<file path="config.mk">
export PLATFORM = sky130hd
export DESIGN_NAME = irq_ctrl
export DESIGN_NICKNAME = d
export VERILOG_FILES = /design/src/rtl/cpu_params_pkg.sv /design/src/rtl/functions_pkg.sv /design/src/rtl/lirq_sync_edge.sv /design/src/rtl/irq_ctrl.sv
export SDC_FILE = /design/constraint.sdc
export NUM_CORES = 1
export LEC_CHECK = 0
export CORE_MARGIN = 1.5
export CORE_UTILIZATION = 47
export DETAILED_ROUTE_END_ITERATION = 16
export PLACE_DENSITY = 0.95
export SYNTH_ARGS = -nofsm -noshare
export SYNTH_HDL_FRONTEND = slang
export SYNTH_SLANG_ARGS = --single-unit
</file>
<file path="constraint.sdc">
create_clock -name clk_in -period 8.77 [get_ports clk_in]
set_input_delay 0.877 -clock clk_in [delete_from_list [all_inputs] [get_ports clk_in]]
set_output_delay 0.877 -clock clk_in [all_outputs]
set_load 0.02 [all_outputs]
</file>
<file path="src/rtl/cpu_params_pkg.sv">
// Shared CPU constants for the interrupt controller: privilege mode
// encodings, standard interrupt cause codes and the controller FSM states.
package cpu_params_pkg;

    localparam logic [1:0] M_MODE = 2'd3;
    localparam logic [1:0] S_MODE = 2'd1;
    localparam logic [1:0] U_MODE = 2'd0;

    localparam int unsigned CAUSE_MSI  = 32'd3;
    localparam int unsigned CAUSE_MTI  = 32'd7;
    localparam int unsigned CAUSE_MEI  = 32'd11;
    localparam int unsigned CAUSE_SSI  = 32'd1;
    localparam int unsigned CAUSE_STI  = 32'd5;
    localparam int unsigned CAUSE_SEI  = 32'd9;
    localparam int unsigned LIRQ_BASE  = 32'd16;

    // Widest cause space supported (16 standard + 48 local lines).
    localparam int unsigned MAX_CAUSES = 32'd64;
    localparam int unsigned PICK_W     = 32'd6;

    typedef enum logic [1:0] {
        IDLE   = 2'd0,
        OFFER  = 2'd1,
        SETTLE = 2'd2
    } irq_state_t;

endpackage

</file>
<file path="src/rtl/functions_pkg.sv">
// Helper functions for the interrupt controller. prio_pick returns the
// highest-priority set bit of a request vector padded to MAX_CAUSES bits.
package functions_pkg;

    import cpu_params_pkg::*;

    typedef struct packed {
        logic              found;
        logic [PICK_W-1:0] cause;
    } pick_t;

    // Priority: 11 > 3 > 7 > 9 > 1 > 5 > local lines (lowest index first).
    // Written as ascending-priority overrides so the last hit wins.
    function automatic pick_t prio_pick(input logic [MAX_CAUSES-1:0] req);
        pick_t p;
        p.found = 1'b0;
        p.cause = 6'd0;
        for (int i = MAX_CAUSES - 1; i >= int'(LIRQ_BASE); i--) begin
            if (req[i]) begin
                p.found = 1'b1;
                p.cause = 6'(i);
            end
        end
        if (req[CAUSE_STI]) begin p.found = 1'b1; p.cause = 6'(CAUSE_STI); end
        if (req[CAUSE_SSI]) begin p.found = 1'b1; p.cause = 6'(CAUSE_SSI); end
        if (req[CAUSE_SEI]) begin p.found = 1'b1; p.cause = 6'(CAUSE_SEI); end
        if (req[CAUSE_MTI]) begin p.found = 1'b1; p.cause = 6'(CAUSE_MTI); end
        if (req[CAUSE_MSI]) begin p.found = 1'b1; p.cause = 6'(CAUSE_MSI); end
        if (req[CAUSE_MEI]) begin p.found = 1'b1; p.cause = 6'(CAUSE_MEI); end
        return p;
    endfunction

endpackage

</file>
<file path="src/rtl/lirq_sync_edge.sv">
// One local interrupt line: synchroniser, optional rising-edge detector
// and pending latch.
//   clk_in, reset_in : clock, asynchronous active-low reset
//   lirq_in          : raw asynchronous line
//   clr              : CSR clear of the latched pending bit (edge lines only)
//   claim            : this line's cause was just accepted (edge lines only)
//   pending          : pending view (latched for edge, synchronised level otherwise)
module lirq_sync_edge #(
    parameter bit EDGE        = 1'b0,
    parameter int SYNC_STAGES = 2
) (
    input  logic clk_in,
    input  logic reset_in,
    input  logic lirq_in,
    input  logic clr,
    input  logic claim,
    output logic pending
);

    logic [SYNC_STAGES-1:0] sync_r;
    logic                   sync_s;

    // Synchroniser shift chain for the asynchronous line.
    always_ff @(posedge clk_in or negedge reset_in) begin
        if (!reset_in) begin
            sync_r <= '0;
        end else begin
            sync_r <= {sync_r[SYNC_STAGES-2:0], lirq_in};
        end
    end

    assign sync_s = sync_r[SYNC_STAGES-1];

    generate
        if (EDGE) begin : g_edge
            logic prev_r;
            logic pend_r;

            // Edge detect and pending latch; a new edge beats a same-cycle clear.
            always_ff @(posedge clk_in or negedge reset_in) begin
                if (!reset_in) begin
                    prev_r <= 1'b0;
                    pend_r <= 1'b0;
                end else begin
                    prev_r <= sync_s;
                    if (sync_s && !prev_r) begin
                        pend_r <= 1'b1;
                    end else if (clr || claim) begin
                        pend_r <= 1'b0;
                    end else begin
                        pend_r <= pend_r;
                    end
                end
            end

            assign pending = pend_r;
        end else begin : g_level
            // Level lines simply follow the synchronised input; clears are ignored.
            logic unused_s;
            assign unused_s = clr ^ claim;
            assign pending  = sync_s;
        end
    endgenerate

endmodule

</file>
<file path="src/rtl/irq_ctrl.sv">
// Interrupt controller: merges standard M/S sources with local lines,
// applies enable/delegation/global-enable rules, picks by fixed priority
// and offers one registered request to WB over a valid/ready handshake.
//   clk_in, reset_in             : clock, asynchronous active-low reset
//   mode, mstatus_mie/sie        : current privilege and global enables
//   mip_std, mie, mideleg        : standard pending, enables, delegation
//   mtvec, stvec                 : trap vectors
//   lirq_in, lirq_clr            : local lines and edge-pending clears
//   irq_block                    : suppresses new offers
//   irq_valid/irq_ready          : handshake to WB
//   irq_cause, irq_to_s, trap_pc : offered request
//   lirq_pending                 : local pending view for mip readout
module irq_ctrl
    import cpu_params_pkg::*;
    import functions_pkg::*;
#(
    parameter int                NUM_LIRQ    = 16,
    parameter logic [NUM_LIRQ-1:0] EDGE_MASK = '0,
    parameter int                SYNC_STAGES = 2,
    parameter int                CAUSE_W     = $clog2(16 + NUM_LIRQ),
    parameter int                RSZ         = 32,
    parameter int                PC_SZ       = 32
) (
    input  logic                   clk_in,
    input  logic                   reset_in,
    input  logic [1:0]             mode,
    input  logic                   mstatus_mie,
    input  logic                   mstatus_sie,
    input  logic [11:0]            mip_std,
    input  logic [16+NUM_LIRQ-1:0] mie,
    input  logic [16+NUM_LIRQ-1:0] mideleg,
    input  logic [RSZ-1:0]         mtvec,
    input  logic [RSZ-1:0]         stvec,
    input  logic [NUM_LIRQ-1:0]    lirq_in,
    input  logic [NUM_LIRQ-1:0]    lirq_clr,
    input  logic                   irq_block,
    output logic                   irq_valid,
    input  logic                   irq_ready,
    output logic [CAUSE_W-1:0]     irq_cause,
    output logic                   irq_to_s,
    output logic [PC_SZ-1:0]       trap_pc,
    output logic [NUM_LIRQ-1:0]    lirq_pending
);

    localparam int NC = 16 + NUM_LIRQ;

    irq_state_t              state_r, state_nx;
    logic                    valid_r;
    logic [PICK_W-1:0]       cause_r;
    logic                    to_s_r;
    logic [PC_SZ-1:0]        pc_r;

    logic [NC-1:0]           p_s, e_s;
    logic [MAX_CAUSES-1:0]   e_pad_s, deleg_pad_s;
    logic                    m_gie_s, s_gie_s;
    pick_t                   pick_m_s, pick_s_s;
    logic                    cand_found_s, cand_to_s_s;
    logic [PICK_W-1:0]       cand_cause_s;
    logic [RSZ-1:0]          tvec_s, base_s, pc_full_s;
    logic                    offer_live_s, load_s, claim_s;
    logic [NUM_LIRQ-1:0]     claim_lirq_s;

    generate
        for (genvar i = 0; i < NUM_LIRQ; i++) begin : g_lirq
            assign claim_lirq_s[i] = claim_s && (cause_r == 6'(int'(LIRQ_BASE) + i));
            lirq_sync_edge #(
                .EDGE        (EDGE_MASK[i]),
                .SYNC_STAGES (SYNC_STAGES)
            ) u_line (
                .clk_in   (clk_in),
                .reset_in (reset_in),
                .lirq_in  (lirq_in[i]),
                .clr      (lirq_clr[i]),
                .claim    (claim_lirq_s[i]),
                .pending  (lirq_pending[i])
            );
        end
    endgenerate

    // Pending/enable vectors, global enables, arbitration and handler address.
    always_comb begin
        p_s         = '0;
        p_s[11:0]   = mip_std;
        p_s[NC-1:16] = lirq_pending;
        e_s         = p_s & mie;
        e_pad_s     = '0;
        e_pad_s[NC-1:0] = e_s;
        deleg_pad_s = '0;
        if (mode != M_MODE) begin
            deleg_pad_s[NC-1:0] = mideleg;
        end else begin
            deleg_pad_s[NC-1:0] = '0;
        end
        m_gie_s = (mode != M_MODE) || mstatus_mie;
        s_gie_s = (mode == U_MODE) || ((mode == S_MODE) && mstatus_sie);

        // Any M-target outranks every S-target, so arbitrate them separately.
        pick_m_s = prio_pick(e_pad_s & ~deleg_pad_s & {MAX_CAUSES{m_gie_s}});
        pick_s_s = prio_pick(e_pad_s &  deleg_pad_s & {MAX_CAUSES{s_gie_s}});
        cand_found_s = pick_m_s.found || pick_s_s.found;
        if (pick_m_s.found) begin
            cand_cause_s = pick_m_s.cause;
            cand_to_s_s  = 1'b0;
        end else begin
            cand_cause_s = pick_s_s.cause;
            cand_to_s_s  = 1'b1;
        end

        tvec_s = cand_to_s_s ? stvec : mtvec;
        base_s = {tvec_s[RSZ-1:2], 2'b00};
        if (tvec_s[1:0] == 2'b01) begin
            pc_full_s = base_s + {{(RSZ-PICK_W-2){1'b0}}, cand_cause_s, 2'b00};
        end else begin
            pc_full_s = base_s;
        end

        // The offered cause stays live while enabled and its target globally enabled.
        offer_live_s = e_pad_s[cause_r] && (to_s_r ? s_gie_s : m_gie_s);
    end

    // Next-state logic for the offer handshake.
    always_comb begin
        state_nx = state_r;
        load_s   = 1'b0;
        claim_s  = 1'b0;
        case (state_r)
            IDLE: begin
                if (cand_found_s && !irq_block) begin
                    load_s   = 1'b1;
                    state_nx = OFFER;
                end else begin
                    state_nx = IDLE;
                end
            end
            OFFER: begin
                if (irq_ready) begin
                    claim_s  = 1'b1;
                    state_nx = SETTLE;
                end else if (!offer_live_s) begin
                    state_nx = IDLE;
                end else begin
                    state_nx = OFFER;
                end
            end
            SETTLE:  state_nx = IDLE;
            default: state_nx = IDLE;
        endcase
    end

    // State and registered request outputs; request fields held while offered.
    always_ff @(posedge clk_in or negedge reset_in) begin
        if (!reset_in) begin
            state_r <= IDLE;
            valid_r <= 1'b0;
            cause_r <= '0;
            to_s_r  <= 1'b0;
            pc_r    <= '0;
        end else begin
            state_r <= state_nx;
            valid_r <= (state_nx == OFFER);
            if (load_s) begin
                cause_r <= cand_cause_s;
                to_s_r  <= cand_to_s_s;
                pc_r    <= pc_full_s[PC_SZ-1:0];
            end else begin
                cause_r <= cause_r;
                to_s_r  <= to_s_r;
                pc_r    <= pc_r;
            end
        end
    end

    assign irq_valid = valid_r;
    assign irq_cause = cause_r[CAUSE_W-1:0];
    assign irq_to_s  = to_s_r;
    assign trap_pc   = pc_r;

endmodule
</file>
## Word level (Yosys, flattened, before mapping)

Cells that the tools add are included.

- $add $sub $neg: 1
- $lt $le $gt $ge: 1
- Equality and inequality tests: 5
- Mux-type cells: 122
- Bitwise operators: 6
- Reductions and logical operators: 9

Operators by type and width:

| cell | count |
|---|---|
| two-way mux 7 bit | 108 |
| AND 32 x 64 -> 64 bit | 2 |
| two-way mux 32 bit | 3 |
| AND 32 bit | 2 |
| AND 64 bit | 1 |
| inverter 32 -> 64 bit | 1 |
| adder 32 x 8 -> 32 bit | 1 |
| == test 2 x 1 -> 1 bit, second input constant | 4 |
| < comparator 6 x 7 -> 1 bit, second input constant | 1 |
| two-way mux 1 bit | 7 |
| binary-select mux 1 bit (select 6 bit) | 1 |
| two-way mux 6 bit | 1 |
| zero test 2 bit | 2 |
| case mux 2 bit (2 select lines) | 1 |
| logical AND 1 bit | 3 |
| logical OR 1 bit | 3 |
| two-way mux 2 bit | 1 |
| != test 2 bit, second input constant | 1 |
| zero test 1 bit | 1 |

- Register bits after elaboration: 74
- Bits of input ports: 180
- Output and inout bits: 55

## Longest topological paths before layout

Gate-level depths: netlist (run 1).

- Depth in word-level cells: 64
- Depth in mapped cells: 25
- Depth with buffers taken out: 20

## Modules after synthesis

Synthesis (run 1) repeated with hierarchy kept, for this count alone.

- Cell total of the unflattened synthesis: 601
- Area, all modules: 5,168.7 sq um

By module, submodules not included:

| module | instances | cells an instance | area an instance (sq um) | seq. area each (sq um) |
|---|---|---|---|---|
| irq_ctrl | 1 | 569 | 4,367.9 | 975.9 |
| lirq_sync_edge | 16 | 2 | 50.0 | 50.0 |

## Least setup slack after synthesis (run 1)

OpenSTA, ideal clock, no wires.

- Path type: input -> register
- From: input port mode[1]
- To: register pc_r[13], in the netlist trap_pc[13]
- Library setup time: 0.123 ns
- Arrival: 4.900 ns
- Required time: 8.647 ns
- Slack: 3.747 ns
- Stages: 24
- Buffers on the path: 7
- Cell sequence: buf_6 and3_4 buf_6 buf_6 o21ba_1 a211oi_4 and4_1 buf_4 nand2_4 buf_4 buf_2 o22ai_1 inv_1 ha_1 a21o_1 a21oi_1 o21ai_0 a21oi_1 a211oi_2 nor2_1 buf_6 and2b_1 xnor2_1 a21oi_1

RTL lines:

| element | line | text |
|---|---|---|
| start: declaration | irq_ctrl.sv:26 | `input logic [1:0] mode,` |
| == test 2 x 1 -> 1 bit | irq_ctrl.sv:95 | `s_gie_s = (mode == U_MODE) \|\| ((mode == S_MODE) && mstatus_sie);` |
| logical AND 1 bit | irq_ctrl.sv:95 |  |
| logical OR 1 bit | irq_ctrl.sv:95 |  |
| AND 32 x 64 -> 64 bit | irq_ctrl.sv:99 | `pick_s_s = prio_pick(e_pad_s & deleg_pad_s & {MAX_CAUSES{s_gie_s}});` |
| two-way mux 7 bit (48 in a row) | functions_pkg.sv:19 | `if (req[i]) begin` |
| two-way mux 7 bit | functions_pkg.sv:24 | `if (req[CAUSE_STI]) begin p.found = 1'b1; p.cause = 6'(CAUSE_STI); end` |
| two-way mux 7 bit | functions_pkg.sv:25 | `if (req[CAUSE_SSI]) begin p.found = 1'b1; p.cause = 6'(CAUSE_SSI); end` |
| two-way mux 7 bit | functions_pkg.sv:26 | `if (req[CAUSE_SEI]) begin p.found = 1'b1; p.cause = 6'(CAUSE_SEI); end` |
| two-way mux 7 bit | functions_pkg.sv:27 | `if (req[CAUSE_MTI]) begin p.found = 1'b1; p.cause = 6'(CAUSE_MTI); end` |
| two-way mux 7 bit | functions_pkg.sv:28 | `if (req[CAUSE_MSI]) begin p.found = 1'b1; p.cause = 6'(CAUSE_MSI); end` |
| two-way mux 7 bit | functions_pkg.sv:29 | `if (req[CAUSE_MEI]) begin p.found = 1'b1; p.cause = 6'(CAUSE_MEI); end` |
| two-way mux 6 bit (*) | irq_ctrl.sv:101 | `if (pick_m_s.found) begin` |
| via cand_cause_s[1] | irq_ctrl.sv:58 | `logic [PICK_W-1:0] cand_cause_s;` |
| adder 32 x 8 -> 32 bit (*) | irq_ctrl.sv:112 | `pc_full_s = base_s + {{(RSZ-PICK_W-2){1'b0}}, cand_cause_s, 2'b00};` |
| two-way mux 32 bit (*) | irq_ctrl.sv:111 | `if (tvec_s[1:0] == 2'b01) begin` |
| end signal: assignment | irq_ctrl.sv:164 | `pc_r <= pc_full_s[PC_SZ-1:0];` |
| end signal: assignment | irq_ctrl.sv:168 | `pc_r <= pc_r;` |
| end: declaration | irq_ctrl.sv:51 | `logic [PC_SZ-1:0] pc_r;` |

Mark *: on every way through the listed nets, which the timed path passes. The rest lies on a longest branch.
A chain may end at the register's enable or synchronous reset.

## Worst setup path after layout (run 1)

- From: input port mode[0]
- To: register pc_r[25], in the netlist trap_pc[25]

- Word-level cells in the longest chain between the ends: 62

Ends and longest elaborated chain:

| element |
|---|
| branches (longest 62 deep; another with AND 32 x 64 -> 64 bit) |

Several ways; the timed one is not identified.

==> flow_metrics.py, run 1 <==
metrics = {
    "yosys": {
        "synth-seq-cells": 71,
        "ys_seq_area_share_pct": 33.2,
        "avgSynthCellArea_um2": 8.29,
        "synth_top_area_share_pct": 33.2,
        "synthArstFlopShare_pct": 100,
        "yosys_warnings": 0,
        "ys_types": 71,
        "synth-main-ff-cell": "dfrtp_1",
        "synth_area_um2": 5340,
        "synth_edf_count": 0,
        "synth_top_cell_by_area": "dfrtp_1",
        "synth.area.top_cells": "dfrtp_1 (33%), nand2_1 (6.7%), nand3_1 (4.7%), a21oi_1 (4.4%), mux2i_1 (3.7%)",
        "synthCells": 645,
    },
    "finish": {
        "drive_gt1_share_pct": 5.73,
        "final_common_cell": "clkdlybuf4s50_1",
        "stdcell_area_um2": 7560,
        "final_util_pct": 68.8,
        "n_fill_cell": 861,
        "area_growth_pct": 41.5,
        "multiInputGateArea_um2": 3190,
        "seqCellArea_um2": 1780,
        "layout_common_cells": "clkdlybuf4s50_1 (201), nand2_1 (96), dfrtp_1 (71), nand3_1 (50), nor2_1 (48)",
        "diodes": 0,
        "final_nets": 1002,
    },
    "global_routing": {
        "grt_pass1_vias": 5531,
        "gr-max-usage-layer": "met2",
        "grt_first_pass_wirelength_mm": 27.0,
        "gr-usage-all-layers_pct": 29.1,
        "grt_max_degree": 72,
        "grt_overflow": 0,
        "grt_util_met2_pct": 46.4,
        "grtUsageMet1_pct": 37.8,
        "use_met3_pct": 5.57,
        "antenna_found_initial": 0,
    },
    "floorplan": {
        "core_um2": 11000,
        "rows": 38,
        "die_w_um": 110,
        "io_pins": 235,
        "die_area_um2": 12000,
        "start_util_pct": 48.7,
        "fp.dieH_um": 110,
    },
    "route": {
        "routed_wl_mm": 17.3,
        "drc_errors": 0,
        "drt_iter0_markers": 454,
        "wire_per_inst_um": 18.0,
        "dr.pass1.iters": 5,
        "vias_per_cell": 5.93,
        "ant_nets": 0,
        "dr_total_vias": 5692,
    },
    "setup_path": {
        "worstSetupStartpoint": "mode[0]",
        "crit_required_ns": 9.01,
        "r2r-start": "g_lirq[0].u_line.sync_r[1]",
        "cp.arrival_ns": 7.25,
        "cp-start-kind": "primary input",
        "worst-path-max-fanout": 40,
        "criticalPathCategory": "primary input to register",
        "end_kind": "register",
    },
    "timing": {
        "period_minus_slack_ns": 7.01,
        "setup-tns-final_ns": 0,
        "post-route-period-util_pct": 79.9,
        "fin_worst_skew_ns": 0.0101,
        "worstMarginPinSlew_ns": 0.990,
        "hold_viol": 0,
        "slew_headroom_pct": 33.8,
        "rsz0062_at_grt": "false",
        "final_max_slew_viol_count": 0,
        "fmax_mhz": 143,
        "setup-violations-final": 0,
    },
    "place": {
        "gp_congestion": 0.948,
        "dpl.hpwl_mm": 13.0,
        "place_area_um2": 7250,
        "portBuffers": 202,
    },
    "power_and_ir_drop": {
        "ir_drop_uv": 146,
        "p_leak_uw": 0.00313,
        "p_per_area_nw_per_um2": 216,
    },
    "clock_tree": {
        "cts_setup_buffers": 0,
        "cts_sinks": 71,
        "ctsRootBufferMaster": "clkbuf_16",
        "insertion_delay_ns": 0.34,
        "clk_path_buf_depth": 2,
        "tritoncts": "built",
        "cts_buffers": 9,
        "cts_resized": 0,
        "h-tree-depth": 3,
        "clk_pin_slew_worst_paths_ns": 0.06,
        "hold_buffers": 0,
    },
    "worst_hold_path": {
        "hold_class": "register to register",
        "min_from": "g_lirq[4].u_line.sync_r[0]",
    },
    "job": {
        "maxCapViolations": 0,
    },
    "outcome": {
        "status": "finished clean",
    },
}
worst paths after layout:
kind | depth (start not counted) | end | slack, ns
worst max-delay path | 19 | trap_pc[25] | 1.76
worst min-delay path | 0 | g_lirq[4].u_line.sync_r[1] | 0.35
worst max register to register | 18 | trap_pc[25] | 3.29
worst min register to register | 0 | g_lirq[4].u_line.sync_r[1] | 0.35
max in group asynchronous | 2 | trap_pc[25] | 7.42
min in group asynchronous | 2 | g_lirq[7].u_line.sync_r[1] | 0.76
per-stage QoR:
step                hold WS (ns)  worst slack [ns]  power, uW  cells
global route               0.357              1.29       1730    960
CTS                        0.348              1.96       1630    960
finish                     0.346              1.76       1630    960
detailed placement         0.335              1.70       1240    945
floorplan                  0.331              3.75        902    646
global placement           0.331              1.77       1220    945
cell usage after synthesis, types with 2 or more instances:
cell	instances
a211oi_2	2
o41ai_1	3
dfrtp_1	71
nand4_1	14
nand3_1	50
a2111oi_1	2
or3_1	3
mux2_2	5
buf_6	6
nor3b_1	3
nand2_1	96
nand2b_1	3
ha_1	5
clkbuf_1	8
mux2i_1	20
and3_1	12
o211ai_1	9
nor4_1	4
mux4_2	3
a21oi_1	47
nor2_1	49
a21boi_0	6
inv_1	13
buf_4	25
and4_1	5
nor3_1	8
xor2_1	14
buf_2	9
xnor2_1	17
o21ai_1	10
a311oi_1	4
a31oi_1	6
a21o_1	4
o21bai_1	9
nand3b_1	4
a32o_1	2
o21ai_0	37
a211oi_1	13
o221ai_1	3
nor2b_1	8
o22ai_1	3
per-layer routing:
| metal | up-vias | wire length, um |
|---|---|---|
| met2 | 332 | 7920 |
| met5 | - | 0 |
| met3 | 63 | 1720 |
| met1 | 2625 | 6890 |
| li1 | 2672 | - |
| met4 | 0 | 735 |
cell families after synthesis:
kind of cell	count (synthesis)	share of synthesized area [%]
AO/OA/AOI/OAI	173	20.9
buffers and inverters	61	7.09
flip-flops	71	33.2
adder cells (fa/ha/maj)	6	1.55
multiplexers	30	6.60
other	1	0.0702
AND/OR/NAND/NOR	272	25.5
XOR/XNOR	31	5.08
cell type report:
type	instances	area share, %
Inverter	13	0.645
Sequential cell	71	23.5
Multi-Input combinational cell	514	42.2
Clock buffer	9	2.98
Timing Repair Buffer	207	27.2
Clock inverter	6	1.14
Tap cell	140	2.32
power by group:
group	switching (uW)	internal [uW]	total, uW
Clock	143	247	390
Sequential	88.3	421	509
Combinational	389	342	731
Total	621	1010	1630
worst max-delay path, stage by stage:
cell	delay, ns
clkdlybuf4s50_1	0.97
and3b_1	0.46
a211oi_1	0.13
nor3_1	0.41
nor2b_1	0.67
nand2_4	0.12
buf_4	0.33
mux2i_1	0.37
inv_1	0.10
ha_1	0.27
a21o_1	0.17
a21oi_1	0.23
o21ai_0	0.13
a21oi_1	0.49
a211oi_2	0.10
nor2_1	0.80
a211oi_1	0.15
xor2_1	0.20
o21ai_0	0.22
flip-flops by register name (all words and copies together), names as in the netlist:
signal,cells
g_lirq.u_line.sync_r,32
trap_pc,30
cause_r,5
state_r,2
irq_to_s,1
irq_valid,1
No activity file was read; power rests on OpenSTA's default activity.
==> inputs of run 2 (changes only) <==
- CORE_UTILIZATION: 47 -> 39
- PLACE_DENSITY: 0.95 -> 0.87
- clock period: 8.77 -> 6.09 ns (I/O delays scaled with it)
==> flow_metrics.py, run 2 (same netlist as run 1, synthesis figures left out) <==
metrics = {
    "power_and_ir_drop": {
        "seqPwrFrac_pct": 32.3,
        "cellInternalPower_uw": 1390,
        "p_per_area_nw_per_um2": 298,
        "power_frac_clock_pct": 20.6,
        "p_comb_share_pct": 47.0,
        "power_uw": 2270,
        "switchingPower_uw": 879,
        "p_leak_uw": 0.00313,
        "ir_drop_uv": 184,
        "p_sw_share_pct": 38.8,
    },
    "timing": {
        "fin_worst_skew_ns": 0.00612,
        "rsz0062_at_grt": "false",
        "setup-violations-final": 0,
        "setup-tns-final_ns": 0,
        "fmax_mhz": 186,
        "slew_headroom_pct": 37.4,
        "worst_hold_slack_ns": 0.341,
        "post-route-period-util_pct": 88.4,
        "hold_viol": 0,
        "final_max_slew_viol_count": 0,
        "period_minus_slack_ns": 5.38,
        "worstMarginPinSlew_ns": 0.931,
    },
    "route": {
        "vias_per_cell": 5.57,
        "dr.pass1.iters": 5,
        "drc_errors": 0,
        "routed_wl_mm": 17.3,
        "wire_per_inst_um": 17.3,
        "dr_total_vias": 5582,
        "ant_nets": 0,
        "drt_iter0_markers": 383,
    },
    "floorplan": {
        "io_pins": 235,
        "fp.dieH_um": 120,
        "die_w_um": 120,
        "core_um2": 13300,
        "rows": 42,
        "start_util_pct": 40.2,
        "die_area_um2": 14400,
    },
    "setup_path": {
        "critPathMaxStageDelay_ns": 0.79,
        "cp.arrival_ns": 5.58,
        "ff2ff_path_depth": 19,
        "crit_required_ns": 6.29,
        "worst-path-max-fanout": 16,
        "r2r-start": "g_lirq[0].u_line.sync_r[1]",
        "slowest_stage": "clkdlybuf4s50_1",
        "cpLargestDelayFamily": "buffers and inverters",
        "crit_cells": 21,
        "path_cells": "clkdlybuf4s50_1 > buf_4 > a21oi_1 > o211ai_1 > and4_1 > and4_1 > nand2_4 > mux2i_1 > inv_1 > ha_1 > a21o_1 > a21oi_1 > o21ai_0 > a21oi_1 > buf_4 > nor4b_4 > nor2_1 > buf_4 > a2111oi_1 > xor2_1 > o21ai_1",
        "criticalPathCategory": "primary input to register",
        "cp-start-kind": "primary input",
        "end_kind": "register",
        "rr_endpoint": "trap_pc[31]",
        "critPathBufInv": 5,
        "rrSetupSlack_ns": 1.68,
    },
    "worst_hold_path": {
        "hold_class": "register to register",
        "hold_path_end": "g_lirq[7].u_line.sync_r[1]",
        "hold_depth": 0,
        "min_from": "g_lirq[7].u_line.sync_r[0]",
    },
    "finish": {
        "seqCellArea_um2": 1780,
        "regMostFlops": "g_lirq.u_line.sync_r",
        "area_growth_pct": 42.2,
        "layout_common_cells": "clkdlybuf4s50_1 (201), nand2_1 (96), dfrtp_1 (71), nand3_1 (50), nor2_1 (48)",
        "n_fill_cell": 1176,
        "largest_register_ff_count": 32,
        "diodes": 0,
        "multiInputGateArea_um2": 3190,
        "drive_gt1_share_pct": 5.69,
        "final_common_cell": "clkdlybuf4s50_1",
        "final_nets": 1007,
    },
    "clock_tree": {
        "cts_resized": 0,
        "tritoncts": "built",
        "insertion_delay_ns": 0.34,
        "cts_sinks": 71,
        "clk_path_buf_depth": 2,
        "cts_setup_buffers": 0,
        "hold_buffers": 0,
        "cts_buffers": 9,
        "ctsRootBufferMaster": "clkbuf_16",
        "h-tree-depth": 3,
        "clk_pin_slew_worst_paths_ns": 0.05,
    },
    "outcome": {
        "status": "finished clean",
    },
    "global_routing": {
        "grt_pass1_vias": 5489,
        "grt_util_met2_pct": 39.4,
        "grtUsageMet1_pct": 31.9,
        "use_met3_pct": 4.56,
        "grt_overflow": 0,
        "grt_first_pass_wirelength_mm": 27.6,
        "gr-usage-all-layers_pct": 24.5,
        "antenna_found_initial": 0,
        "gr-max-usage-layer": "met2",
        "grt_max_degree": 72,
    },
    "place": {
        "dpl.hpwl_mm": 13.5,
        "gp_congestion": 0.882,
        "portBuffers": 202,
    },
    "job": {
        "maxCapViolations": 0,
    },
}
==> run 2: worst max-delay path by stage <==
stage | from | endpoint | slack, ns
after floorplan | mode[1] | trap_pc[13] | 1.33
after global placement | mode[1] | trap_pc[31] | 0.48
after detailed placement | mode[1] | trap_pc[31] | 0.42
after CTS | mode[1] | trap_pc[31] | 0.75
after global routing | mode[1] | trap_pc[31] | 0.22
final | mode[1] | trap_pc[31] | 0.71
==> run 2: power by group through the flow <==
stage | combinational [uW] | sequential (uW) | clock [uW]
4_1_cts | 1070 | 733 | 476
3_5_place_dp | 1060 | 739 | 0
6_report | 1070 | 734 | 468
2_1_floorplan | 466 | 833 | 0
3_3_place_gp | 1050 | 734 | 0
5_1_grt | 1160 | 753 | 498
==> run 2: cell type report <==
class	instances	area share, %
Tap cell	176	2.90
Multi-Input combinational cell	514	42.0
Inverter	13	0.642
Sequential cell	71	23.4
Clock inverter	1	0.0659
Timing Repair Buffer	212	27.7
Clock buffer	15	3.26
==> run 2: metal layers <==
layer | share of wire [%] | wire length, um | vias to the layer above
met3 | 6.3 | 1100 | 42
met4 | 3.5 | 612 | 0
met1 | 44 | 7540 | 2632
met5 | 0 | 0 | -
met2 | 46 | 8030 | 215
li1 | - | - | 2693
==> run 2: per-stage QoR <==
step | util [%] | area [um^2] | setup WS, ns | cells
detailed placement | 55.3 | 7350 | 0.422 | 986
floorplan | - | 5350 | 1.33 | 646
global placement | 55.3 | 7350 | 0.478 | 986
global route | 57.2 | 7600 | 0.224 | 1002
CTS | 57.2 | 7600 | 0.751 | 1002
finish | 57.2 | 7600 | 0.706 | 1002
==> inputs of run 3 (changes only) <==
- CORE_UTILIZATION: 39 -> 43
- PLACE_DENSITY: 0.87 -> 0.91
- clock period: 6.09 -> 5.7 ns (I/O delays scaled with it)
==> flow_metrics.py, run 3 (same netlist as run 1, synthesis figures left out) <==
metrics = {
    "outcome": {
        "status": "finished clean",
    },
    "setup_path": {
        "criticalPathCategory": "primary input to register",
        "worst-path-max-fanout": 12,
        "crit_required_ns": 5.88,
        "cp.arrival_ns": 5.34,
        "cp-start-kind": "primary input",
        "end_kind": "register",
    },
    "route": {
        "dr_total_vias": 5630,
        "drt_iter0_markers": 471,
        "ant_nets": 0,
        "drc_errors": 0,
        "dr.pass1.iters": 6,
        "wire_per_inst_um": 17.1,
        "vias_per_cell": 5.63,
        "routed_wl_mm": 17.1,
    },
    "place": {
        "dpl.cell_count": 984,
        "portBuffers": 202,
        "dpl.hpwl_mm": 13.2,
        "gp_congestion": 0.942,
    },
    "job": {
        "maxCapViolations": 0,
    },
    "clock_tree": {
        "hold_buffers": 0,
        "ctsRootBufferMaster": "clkbuf_16",
        "cts_resized": 0,
        "cts_buffers": 9,
        "h-tree-depth": 3,
        "insertion_delay_ns": 0.34,
        "cts_sinks": 71,
        "clk_pin_slew_worst_paths_ns": 0.06,
        "cts_setup_buffers": 0,
        "clk_path_buf_depth": 2,
        "tritoncts": "built",
    },
    "power_and_ir_drop": {
        "p_leak_uw": 0.00318,
        "p_per_area_nw_per_um2": 326,
        "ir_drop_uv": 178,
    },
    "finish": {
        "largest_register_ff_count": 32,
        "drive_gt1_share_pct": 6.73,
        "final_nets": 1013,
        "diodes": 0,
        "final_common_cell": "clkdlybuf4s50_1",
        "area_growth_pct": 43.7,
        "layout.cells.non_filler": 1000,
        "layout_common_cells": "clkdlybuf4s50_1 (201), nand2_1 (96), dfrtp_1 (71), nand3_1 (50), nor2_1 (48)",
        "regMostFlops": "g_lirq.u_line.sync_r",
    },
    "global_routing": {
        "antenna_found_initial": 0,
        "grt_pass1_vias": 5457,
        "grt_first_pass_wirelength_mm": 27.0,
        "grt_max_degree": 72,
        "gr-usage-all-layers_pct": 26.1,
        "grt_overflow": 0,
    },
    "timing": {
        "post-route-period-util_pct": 90.6,
        "final_max_slew_viol_count": 0,
        "worstMarginPinSlew_ns": 0.968,
        "period_minus_slack_ns": 5.16,
        "setup-violations-final": 0,
        "setup-tns-final_ns": 0,
        "rsz0062_at_grt": "false",
        "slew_headroom_pct": 35.3,
        "hold_viol": 0,
        "fmax_mhz": 194,
        "fin_worst_skew_ns": 0.0119,
    },
    "floorplan": {
        "start_util_pct": 44.3,
        "io_pins": 235,
        "core_um2": 12100,
        "rows": 40,
        "die_area_um2": 13100,
        "die_w_um": 114,
        "fp.dieH_um": 114,
    },
    "worst_hold_path": {
        "hold_class": "register to register",
    },
}
-- run 3: cell count changes in the layout (fill, tap and decap cells not counted) --
cell	before	now
bufinv_16	0	1
clkbuf_1	6	3
buf_12	1	0
buf_4	10	17
clkinv_2	1	0
nor2_2	2	1
nor2_4	0	1
clkinv_4	0	1
clkbuf_8	0	2
-- run 3: final cells by class --
type / instances / area, um^2
sequential: 71 / 1780
fill: 984 / 4380
timing repair buffer: 218 / 2140
tap: 168 / 210
multi-input combinational: 514 / 3200
clock buffer: 14 / 264
clock inverter: 2 / 38.8
inverter: 13 / 48.8
-- run 3: through the flow --
stage / cell area, um^2 / setup WS (ns) / hold slack, ns / util, % / total power (uW)
2_1_floorplan: 5350 / 0.984 / 0.274 / - / 1390
3_3_place_gp: 7370 / 0.410 / 0.331 / 61.1 / 1890
3_5_place_dp: 7370 / 0.314 / 0.335 / 61.1 / 1910
4_1_cts: 7680 / 0.621 / 0.346 / 63.7 / 2510
5_1_grt: 7680 / 0.269 / 0.353 / 63.7 / 2640
6_report: 7680 / 0.537 / 0.344 / 63.7 / 2500
-- run 3: power breakdown --
part	internal, uW	switching (uW)	leakage, uW	total [uW]
combinational	539	598	0.00219	1140
sequential	648	132	0.000844	780
clock	364	221	0.000147	585
-- run 3: worst paths after layout --
path,start,to,slack (ns),cells after the start
worst max-delay path,mode[0],trap_pc[16],0.54,21
worst min-delay path,g_lirq[15].u_line.sync_r[0],g_lirq[15].u_line.sync_r[1],0.34,0
worst max register to register,g_lirq[15].u_line.sync_r[1],trap_pc[16],1.34,19
worst min register to register,g_lirq[15].u_line.sync_r[0],g_lirq[15].u_line.sync_r[1],0.34,0
max in group asynchronous,reset_in,trap_pc[16],4.76,1
min in group asynchronous,reset_in,g_lirq[14].u_line.sync_r[0],0.35,1
-- run 3: routing by layer --
| metal | global-route usage [%] | wire length (um) | part of all wire (%) | vias up |
|---|---|---|---|---|
| li1 | - | - | - | 2697 |
| met1 | 34.3 | 7470 | 44 | 2643 |
| met2 | 42.3 | 7900 | 46 | 242 |
| met3 | 5.82 | 1230 | 7.2 | 48 |
| met4 | 9.67 | 472 | 2.8 | 0 |
| met5 | 0 | 0 | 0 | - |
-- run 3: critical path, cell delays in order --
cell	delay [ns]
clkdlybuf4s50_1	0.66
buf_4	0.25
a21boi_0	0.13
o22ai_1	0.31
nand4_1	0.14
nand3_1	0.11
a31o_2	0.17
a311oi_1	0.09
nor4_1	0.43
o22ai_1	0.23
buf_4	0.19
fa_1	0.42
nor2b_1	0.16
o21ai_0	0.09
nand2_1	0.10
a21o_1	0.24
nand2_1	0.07
o21ai_1	0.46
o2111ai_1	0.22
xnor2_1	0.22
o21ai_1	0.07
